==> src/rtl/freq_gate_ctrl_if.sv <==
// Bundle between the gate controller, the BCD event counter and the display side.
// master = controller (drives gate/clear and result), slave = counter/display/host.
interface freq_gate_ctrl_if;
   logic        RUN;
   logic [23:0] Q_IN;
   logic        ENA;
   logic        CLR;
   logic        LOAD;
   logic [23:0] DOUT;
   logic        DVALID;
   logic        BADBCD;
   logic        BUSY;

   modport master (
      input  RUN,
      input  Q_IN,
      output ENA,
      output CLR,
      output LOAD,
      output DOUT,
      output DVALID,
      output BADBCD,
      output BUSY
   );

   modport slave (
      output RUN,
      output Q_IN,
      input  ENA,
      input  CLR,
      input  LOAD,
      input  DOUT,
      input  DVALID,
      input  BADBCD,
      input  BUSY
   );
endinterface

==> src/rtl/freq_gate_ctrl.sv <==
// Gate/clear sequencer for the 6-digit BCD event counter: clear, gate, settle,
// then capture the count into a held display register with a one-cycle valid strobe.
module freq_gate_ctrl #(
   parameter int GATE_CYCLES   = 1000,
   parameter int CLR_CYCLES    = 2,
   parameter int SETTLE_CYCLES = 2
) (
   input  logic              CLK,
   input  logic              RST_N,
   freq_gate_ctrl_if.master  bus
);

   localparam int DATA_W  = 24;
   localparam int MAX_12  = (GATE_CYCLES > CLR_CYCLES) ? GATE_CYCLES : CLR_CYCLES;
   localparam int MAX_CYC = (MAX_12 > SETTLE_CYCLES) ? MAX_12 : SETTLE_CYCLES;
   localparam int CNT_W   = (MAX_CYC > 1) ? $clog2(MAX_CYC) : 1;

   localparam logic [2:0] S_IDLE   = 3'd0;
   localparam logic [2:0] S_CLEAR  = 3'd1;
   localparam logic [2:0] S_GATE   = 3'd2;
   localparam logic [2:0] S_SETTLE = 3'd3;
   localparam logic [2:0] S_LATCH  = 3'd4;

   localparam logic [CNT_W-1:0] CLR_LAST    = CNT_W'(CLR_CYCLES - 1);
   localparam logic [CNT_W-1:0] GATE_LAST   = CNT_W'(GATE_CYCLES - 1);
   localparam logic [CNT_W-1:0] SETTLE_LAST = CNT_W'(SETTLE_CYCLES - 1);

   function automatic logic bcd_invalid(input logic [DATA_W-1:0] v);
      logic r;
      r = 1'b0;
      for (int i = 0; i < DATA_W / 4; i++) begin
         if (v[4*i +: 4] > 4'd9) r = 1'b1;
      end
      return r;
   endfunction

   logic [2:0]        state_p0;
   logic [2:0]        state_nxt;
   logic [CNT_W-1:0]  cnt_p0;
   logic [CNT_W-1:0]  cnt_nxt;

   logic              ena_p1;
   logic              clr_p1;
   logic              load_p1;
   logic              busy_p1;
   logic              vld_p1;
   logic [DATA_W-1:0] dout_p1;
   logic              bad_p1;

   // RUN low aborts any pre-capture state; once in LATCH the capture always completes.
   always_comb begin
      state_nxt = state_p0;
      case (state_p0)
         S_IDLE: begin
            if (bus.RUN) state_nxt = S_CLEAR;
         end
         S_CLEAR: begin
            if (!bus.RUN)                state_nxt = S_IDLE;
            else if (cnt_p0 == CLR_LAST) state_nxt = S_GATE;
         end
         S_GATE: begin
            if (!bus.RUN)                 state_nxt = S_IDLE;
            else if (cnt_p0 == GATE_LAST) state_nxt = S_SETTLE;
         end
         S_SETTLE: begin
            if (!bus.RUN)                   state_nxt = S_IDLE;
            else if (cnt_p0 == SETTLE_LAST) state_nxt = S_LATCH;
         end
         S_LATCH: begin
            state_nxt = bus.RUN ? S_CLEAR : S_IDLE;
         end
         default: state_nxt = S_IDLE;
      endcase
   end

   always_comb begin
      cnt_nxt = cnt_p0 + CNT_W'(1);
      if (state_nxt != state_p0 || state_p0 == S_IDLE) cnt_nxt = '0;
   end

   // Control stage: outputs decoded from the next state so they line up with the state register.
   always_ff @(posedge CLK or negedge RST_N) begin
      if (!RST_N) begin
         state_p0 <= S_IDLE;
         cnt_p0   <= '0;
         ena_p1   <= 1'b0;
         clr_p1   <= 1'b1;
         load_p1  <= 1'b0;
         busy_p1  <= 1'b0;
         vld_p1   <= 1'b0;
      end else begin
         state_p0 <= state_nxt;
         cnt_p0   <= cnt_nxt;
         ena_p1   <= (state_nxt == S_GATE);
         clr_p1   <= (state_nxt == S_IDLE) || (state_nxt == S_CLEAR);
         load_p1  <= (state_nxt == S_LATCH);
         busy_p1  <= (state_nxt != S_IDLE);
         vld_p1   <= (state_p0 == S_LATCH);
      end
   end

   // Capture stage: result is taken on the edge that leaves LATCH and held until the next one.
   always_ff @(posedge CLK or negedge RST_N) begin
      if (!RST_N) begin
         dout_p1 <= '0;
         bad_p1  <= 1'b0;
      end else if (state_p0 == S_LATCH) begin
         dout_p1 <= bus.Q_IN;
         bad_p1  <= bcd_invalid(bus.Q_IN);
      end
   end

   assign bus.ENA    = ena_p1;
   assign bus.CLR    = clr_p1;
   assign bus.LOAD   = load_p1;
   assign bus.BUSY   = busy_p1;
   assign bus.DVALID = vld_p1;
   assign bus.DOUT   = dout_p1;
   assign bus.BADBCD = bad_p1;

endmodule

==> src/flat_wrapper.sv <==
// flat-port wrapper written by rule: the top's interface ports become plain ports
module freq_gate_ctrl_flat 
#(
   parameter int GATE_CYCLES   = 1000,
   parameter int CLR_CYCLES    = 2,
   parameter int SETTLE_CYCLES = 2
)
  (CLK, RST_N, bus_RUN, bus_Q_IN, bus_ENA, bus_CLR, bus_LOAD, bus_DOUT, bus_DVALID, bus_BADBCD, bus_BUSY);
  freq_gate_ctrl_if bus_i ();
  input  logic CLK;
  input  logic RST_N;
  input wire logic [$bits(bus_i.RUN)-1:0] bus_RUN;
  input wire logic [$bits(bus_i.Q_IN)-1:0] bus_Q_IN;
  output wire logic [$bits(bus_i.ENA)-1:0] bus_ENA;
  output wire logic [$bits(bus_i.CLR)-1:0] bus_CLR;
  output wire logic [$bits(bus_i.LOAD)-1:0] bus_LOAD;
  output wire logic [$bits(bus_i.DOUT)-1:0] bus_DOUT;
  output wire logic [$bits(bus_i.DVALID)-1:0] bus_DVALID;
  output wire logic [$bits(bus_i.BADBCD)-1:0] bus_BADBCD;
  output wire logic [$bits(bus_i.BUSY)-1:0] bus_BUSY;
  assign bus_i.RUN = bus_RUN;
  assign bus_i.Q_IN = bus_Q_IN;
  assign bus_ENA = bus_i.ENA;
  assign bus_CLR = bus_i.CLR;
  assign bus_LOAD = bus_i.LOAD;
  assign bus_DOUT = bus_i.DOUT;
  assign bus_DVALID = bus_i.DVALID;
  assign bus_BADBCD = bus_i.BADBCD;
  assign bus_BUSY = bus_i.BUSY;
  freq_gate_ctrl #(.GATE_CYCLES(GATE_CYCLES), .CLR_CYCLES(CLR_CYCLES), .SETTLE_CYCLES(SETTLE_CYCLES)) u_core (.CLK(CLK), .RST_N(RST_N), .bus(bus_i));
endmodule
==> config.mk <==
export PLATFORM = sky130hd
export DESIGN_NAME = freq_gate_ctrl_flat
export DESIGN_NICKNAME = d
export VERILOG_FILES = /design/src/rtl/freq_gate_ctrl_if.sv /design/src/rtl/freq_gate_ctrl.sv /design/src/flat_wrapper.sv
export SDC_FILE = /design/constraint.sdc
export NUM_CORES = 1
export LEC_CHECK = 0
export ABC_CLOCK_PERIOD_IN_PS = 2570
export CAP_MARGIN = 20
export CELL_PAD_IN_SITES_DETAIL_PLACEMENT = 0
export CELL_PAD_IN_SITES_GLOBAL_PLACEMENT = 2
export CORE_MARGIN = 2
export CORE_UTILIZATION = 33
export CTS_BUF_LIST = sky130_fd_sc_hd__clkbuf_2 sky130_fd_sc_hd__clkbuf_4 sky130_fd_sc_hd__clkbuf_8
export CTS_CLUSTER_DIAMETER = 30
export DETAILED_ROUTE_END_ITERATION = 7
export PLACE_DENSITY = 0.95
export SLEW_MARGIN = 0
export SYNTH_ARGS = -nofsm -noshare
export SYNTH_HDL_FRONTEND = slang
export SYNTH_SLANG_ARGS = --single-unit
==> constraint.sdc <==
create_clock -name CLK -period 2.57 [get_ports CLK]
set_input_delay 0.514 -clock CLK [delete_from_list [all_inputs] [get_ports CLK]]
set_output_delay 0.514 -clock CLK [all_outputs]
set_load 0.02 [all_outputs]
==> results of run 1 <==
cell families after synthesis:
group,Yosys count
flip-flops,43
adder cells (fa/ha/maj),2
AND/OR/NAND/NOR,41
buffers and inverters,5
XOR/XNOR,8
multiplexers,24
AO/OA/AOI/OAI,14
power by group:
part	switching, uW	total (uW)	internal [uW]
clock	226	516	289
sequential	21.4	731	710
combinational	92.3	204	112
total	340	1450	1110
sequential cells by signal, indices dropped and copies added (netlist names):
register and cells:
u_core.bus.ENA 1, u_core.state_p0 3, u_core.cnt_p0 10, u_core.bus.DVALID 1, u_core.bus.DOUT 24, u_core.bus.LOAD 1
u_core.bus.BUSY 1, u_core.bus.BADBCD 1, u_core.bus.CLR 1
cell usage in the layout (no fill, tap or decap), types with 2 or more instances in the layout:
master,count
mux2_2,24
xnor2_1,6
nand2b_1,2
nor2_1,13
xor2_1,2
nand4_1,2
o21ai_0,8
clkbuf_8,5
dfrtp_1,42
inv_1,2
a21oi_1,3
and3_1,3
ha_1,2
nand2_1,6
nor3_1,3
clkdlybuf4s50_1,55
nand3_1,3
worst reg2reg max path, delay by kind of cell (launching register included):
family,cells,cell delay (ns)
DFF,1,0.44
AOI/OAI and AO/OA,2,0.54
and+or+nand+nor,2,0.60
layer usage:
layer / track usage / share of wire
met2: 0.211 / 0.47
met4: 0.0304 / 0.0036
met5: 0 / 0
met3: 0.0529 / 0.066
met1: 0.165 / 0.46
layout make-up:
cell class | count | share of cell area
flip-flops and latches | 43 | 0.427
multi-input cells | 89 | 0.268
repair buffers | 57 | 0.223
well taps | 70 | 0.0347
clock buffers | 5 | 0.0273
clock inverters | 3 | 0.0173
inverters | 2 | 0.00297
through the flow:
step                      power (uW)  setup slack [ns]
final                           1450             0.657
after global routing            1530             0.601
after CTS                       1480             0.637
after detailed placement         952             0.719
after global placement           948             0.788
after floorplan                  826             0.978
how the worst max path moves through the flow:
| stage | start | slack [ns] | end | depth (start not counted) |
|---|---|---|---|---|
| final | u_core.bus.CLR | 0.66 | bus_CLR | 1 |
| after detailed placement | bus_RUN | 0.72 | u_core.cnt_p0[9] | 4 |
| after global placement | bus_RUN | 0.79 | u_core.cnt_p0[9] | 4 |
| after CTS | u_core.bus.CLR | 0.64 | bus_CLR | 1 |
| after floorplan | u_core.cnt_p0[4] | 0.98 | u_core.cnt_p0[9] | 4 |
| after global routing | u_core.bus.CLR | 0.60 | bus_CLR | 1 |
==> results.sh, run 1 <==
export IMPL_status="finished clean"
export IMPL_fp_coreArea_um2=5140
export IMPL_vias=1265
export IMPL_relSlewSlack=0.376
export IMPL_r2r_start="u_core.cnt_p0[4]"
export IMPL_worstPathMaxFanout=1
export IMPL_drt_iter0_drc=55
export IMPL_cts_resized=0
export IMPL_die_h_um=77.3
export IMPL_hold_viol=0
export IMPL_cp_end_kind="output port"
export IMPL_report_final_slew_viol_count=0
export IMPL_crit_chain="clkdlybuf4s50_1"
export IMPL_drv_cap=0
export IMPL_synth_top_family_by_area="multiplexers"
export IMPL_drt_pass1_iterations=5
export IMPL_synth_cell_types=29
export IMPL_antenna_left=0
export IMPL_cp_start_kind="register"
export IMPL_cpPeakStageDelay_ns=0.59
export IMPL_fin_setup_tns_ns=0
export IMPL_die_area_um2=5970
export IMPL_clk_latency_ns=0.29
export IMPL_num_antenna_cells=0
export IMPL_yosys_cell_count_top_type="dfrtp_1"
export IMPL_synth_xor_area_frac=0.0395
export IMPL_via_per_inst=4.70
export IMPL_rows=26
export IMPL_synth_mux_area_frac=0.153
export IMPL_p_leak_uw=0.00110
export IMPL_rr_endpoint="u_core.cnt_p0[5]"
export IMPL_die_w_um=77.3
export IMPL_yosysWarnings=0
export IMPL_ir_drop_mv=0.283
export IMPL_dp_cells=261
export IMPL_start_util=0.345
export IMPL_post_route_min_period_ns=1.91
export IMPL_tightest_slew_ns=0.936
export IMPL_synth_compound_area_frac=0.0523
export IMPL_multi_input_area_um2=677
export IMPL_numCtsBuffers=5
export IMPL_synth_edf_count=0
export IMPL_seqCellArea_um2=1080
export IMPL_clock_skew_ns=0.00695
export IMPL_synth_flop_cell="dfrtp_1"
export IMPL_ff2ff_setup_slack_ns=0.88
export IMPL_clk_path_buf_depth=2
export IMPL_rsz0062_at_grt="no"
export IMPL_syn_nets=166
export IMPL_clk_pin_slew_ns=0.08
export IMPL_grt_antenna_before_repair=0
export IMPL_synth_top_area_cell="dfrtp_1"
export IMPL_hp_class="in2async"
export IMPL_grt_overflow=0
export IMPL_io_pins=57
export IMPL_ys_ff_latch=43
export IMPL_worst_path_max_delay_cell="clkdlybuf4s50_1"
export IMPL_drc=0
export IMPL_fillers=491
export IMPL_cts_setup_buffers=0
export IMPL_cp_top_family="buffers and inverters"
export IMPL_worstPathBufferInverterCount=1
export IMPL_r2r_worst_path_cells=4
export IMPL_gp_congestion=0.757
export IMPL_area_delta_synth_final_pct=42.5
export IMPL_wl_per_cell_um=13.4
export IMPL_cts_tree="done"
export IMPL_grt_util_all_layers=0.131
export IMPL_synthAdderAreaFrac=0.0141
export IMPL_dpl_instance_area_um2=2410
export IMPL_totalWireLength_mm=3.61
export IMPL_syn_inst=137
export IMPL_holdWs_ns=0.364
export IMPL_synth_largest_type_area_fraction=0.593
export IMPL_final_util=0.491
export IMPL_final_cells=269
export IMPL_synthTopCellsByArea="dfrtp_1, mux2_2, xnor2_1, nor2_1, o21ai_0"
export IMPL_synth_simple_gate_area_share=0.121
export IMPL_grt_max_degree=44
export IMPL_hpwlAfterDp_mm=2.66
export IMPL_ctsHoldBuffers=0
export IMPL_clock_sinks=43
export IMPL_seq_area_frac_synth=0.608
export IMPL_synthArstFlopShare=1.00
export IMPL_worst_setup_path_type="reg2out"
export IMPL_cts_root_buf="clkbuf_8"
export IMPL_synth_commonest_cells="dfrtp_1, mux2_2, nor2_1, o21ai_0"
export IMPL_cp_data_required_time_ns=2.06
export IMPL_synth_area_um2=1770
export IMPL_portBuffers=56
export IMPL_cp_arrival_ns=1.40
export IMPL_first_global_vias=1364
export IMPL_postSynthAreaPerCell_um2=12.9
export IMPL_finalSetupViolCount=0
export IMPL_pwr_density_cell_nw_per_um2=575
export IMPL_grt_pass1_wl_mm=6.32
export IMPL_stdcell_area_um2=2520
export IMPL_fin_crit_sh=0.744
export IMPL_htreeDepth=2
export IMPL_nets=227
export IMPL_drive_gt1_frac=0.191
export IMPL_max_freq_ghz=0.523
Power figures use the tool's default switching activity.
==> run 2, diff against run 1 <==
- ABC_CLOCK_PERIOD_IN_PS: 2570 -> 1700
- CORE_UTILIZATION: 33 -> 27
- PLACE_DENSITY: 0.95 -> 0.87
- clock period: 2.57 -> 1.7 ns (I/O delays scaled with it)
==> run 2 against run 1 <==
Net effect:
- clock power grew 84%
- sequential power grew 50%
- die area grew 21%
- core utilization shrank 7.6 points
- sequential share of layout area shrank 1.8 points
- highest routed layer unchanged
- critical path type is now reg2reg
- largest cell class unchanged
- cell count grew 5.9%
- combinational power grew 60%
- non-clock buffer count grew 9
==> results.sh, run 2 (same netlist as run 1, synthesis figures left out) <==
export IMPL_drt_pass1_iterations=4
export IMPL_clock_sinks=43
export IMPL_total_power_uw=2370
export IMPL_layout_common_cells="clkdlybuf4s50_1, dfrtp_1, mux2_2, nor2_1, buf_4"
export IMPL_tightest_slew_ns=0.621
export IMPL_ir_drop_mv=0.402
export IMPL_status="finished clean"
export IMPL_portBuffers=56
export IMPL_htreeDepth=2
export IMPL_gp_congestion=0.778
export IMPL_dp_cells=277
export IMPL_clk_latency_ns=0.29
export IMPL_cts_setup_buffers=0
export IMPL_vias=1278
export IMPL_cp_arrival_ns=1.83
export IMPL_cts_root_buf="clkbuf_8"
export IMPL_antenna_left=0
export IMPL_fin_crit_sh=0.973
export IMPL_totalWireLength_mm=3.79
export IMPL_area_delta_synth_final_pct=48.8
export IMPL_report_final_slew_viol_count=0
export IMPL_cts_resized=1
export IMPL_worstPathBufferInverterCount=0
export IMPL_cts_tree="done"
export IMPL_relSlewSlack=0.586
export IMPL_grt_max_degree=29
export IMPL_rows=29
export IMPL_grtUsageMet2=0.180
export IMPL_first_global_vias=1339
export IMPL_hp_class="in2async"
export IMPL_die_area_um2=7230
export IMPL_cp_top_family="simple AND/OR/NAND/NOR gates"
export IMPL_crit_chain="or4b_1 > o31a_1 > o211ai_2 > nor2_1"
export IMPL_finalSetupViolCount=0
export IMPL_nets=236
export IMPL_grt_use_met1=0.132
export IMPL_cp_end_kind="register"
export IMPL_clock_skew_ns=0.0109
export IMPL_grtUsageMet3=0.0311
export IMPL_grt_util_all_layers=0.106
export IMPL_drv_cap=0
export IMPL_wl_per_cell_um=13.3
export IMPL_die_h_um=85.0
export IMPL_worst_setup_path_type="reg2reg"
export IMPL_grt_pass1_wl_mm=6.11
export IMPL_largest_register_ff_count=24
export IMPL_clk_path_buf_depth=2
export IMPL_grt_busiest_layer="met2"
export IMPL_drc=0
export IMPL_max_freq_ghz=0.604
export IMPL_ctsHoldBuffers=0
export IMPL_hold_viol=0
export IMPL_clk_pin_slew_ns=0.09
export IMPL_cp_data_required_time_ns=1.87
export IMPL_num_antenna_cells=0
export IMPL_fp_coreArea_um2=6350
export IMPL_rsz0062_at_grt="yes"
export IMPL_drt_iter0_drc=40
export IMPL_hpwlAfterDp_mm=2.90
export IMPL_die_w_um=85.0
export IMPL_multi_input_area_um2=677
export IMPL_via_per_inst=4.48
export IMPL_fillers=607
export IMPL_final_cells=285
export IMPL_worst_path_max_delay_cell="or4b_1"
export IMPL_io_pins=57
export IMPL_pwr_density_cell_nw_per_um2=900
export IMPL_drive_gt1_frac=0.226
export IMPL_post_route_min_period_ns=1.65
export IMPL_grt_overflow=0
export IMPL_grt_antenna_before_repair=0
export IMPL_cpPeakStageDelay_ns=0.52
export IMPL_seqCellArea_um2=1080
export IMPL_cp_start_kind="register"
export IMPL_start_util=0.279
export IMPL_p_leak_uw=0.00116
export IMPL_numCtsBuffers=5
export IMPL_final_common_cell="clkdlybuf4s50_1"
export IMPL_worstPathMaxFanout=4
-- run 2: worst reg2reg max path, stage by stage, from the launching register on --
cell and delay, ns:
dfrtp_1 0.40, or4b_1 0.52, o31a_1 0.32, o211ai_2 0.22, nor2_1 0.08
-- run 2: metrics by stage --
stage | instance area (um2) | setup TNS [ns] | hold WS (ns) | worst slack (ns) | utilization
2_1_floorplan | 1770 | 0 | 0.0444 | 0.108 | -
3_3_place_gp | 2500 | 0 | 0.398 | 0.0983 | 0.394
3_5_place_dp | 2500 | 0 | 0.405 | 0.0561 | 0.394
4_1_cts | 2640 | 0 | 0.0781 | 0.0337 | 0.415
5_1_grt | 2640 | -0.0131 | 0.106 | -0.0131 | 0.415
6_report | 2640 | 0 | 0.0557 | 0.0455 | 0.415
-- run 2: final cells by class --
cell class,count,area share
Clock buffer,6,0.0290
Timing Repair Buffer,66,0.243
Tap cell,77,0.0365
Multi-Input combinational cell,89,0.257
Sequential cell,43,0.409
Inverter,2,0.00285
Clock inverter,2,0.0228
-- run 2: report_power, final --
group / internal (uW) / switching, uW
logic: 178 / 148
clock network: 603 / 345
registers: 1070 / 25.9
-- run 2: per-layer routing --
metal / routed length, um / up-vias
met2: 1810 / 49
met4: 42 / 0
met3: 292 / 5
met5: 0 / -
met1: 1650 / 604
li1: - / 620
-- run 2: path summary, 6_finish.rpt --
check / start / depth (start not counted) / slack, ns / end
hold reg to reg: u_core.cnt_p0[0] / 1 / 0.51 / u_core.cnt_p0[0]
max in group asynchronous: RST_N / 2 / 1.08 / u_core.bus.DOUT[9]
hold / removal: RST_N / 1 / 0.06 / u_core.state_p0[0]
min in group CLK: u_core.cnt_p0[0] / 1 / 0.51 / u_core.cnt_p0[0]
setup reg to reg: u_core.cnt_p0[4] / 4 / 0.05 / u_core.cnt_p0[9]
setup / recovery: u_core.cnt_p0[4] / 4 / 0.05 / u_core.cnt_p0[9]
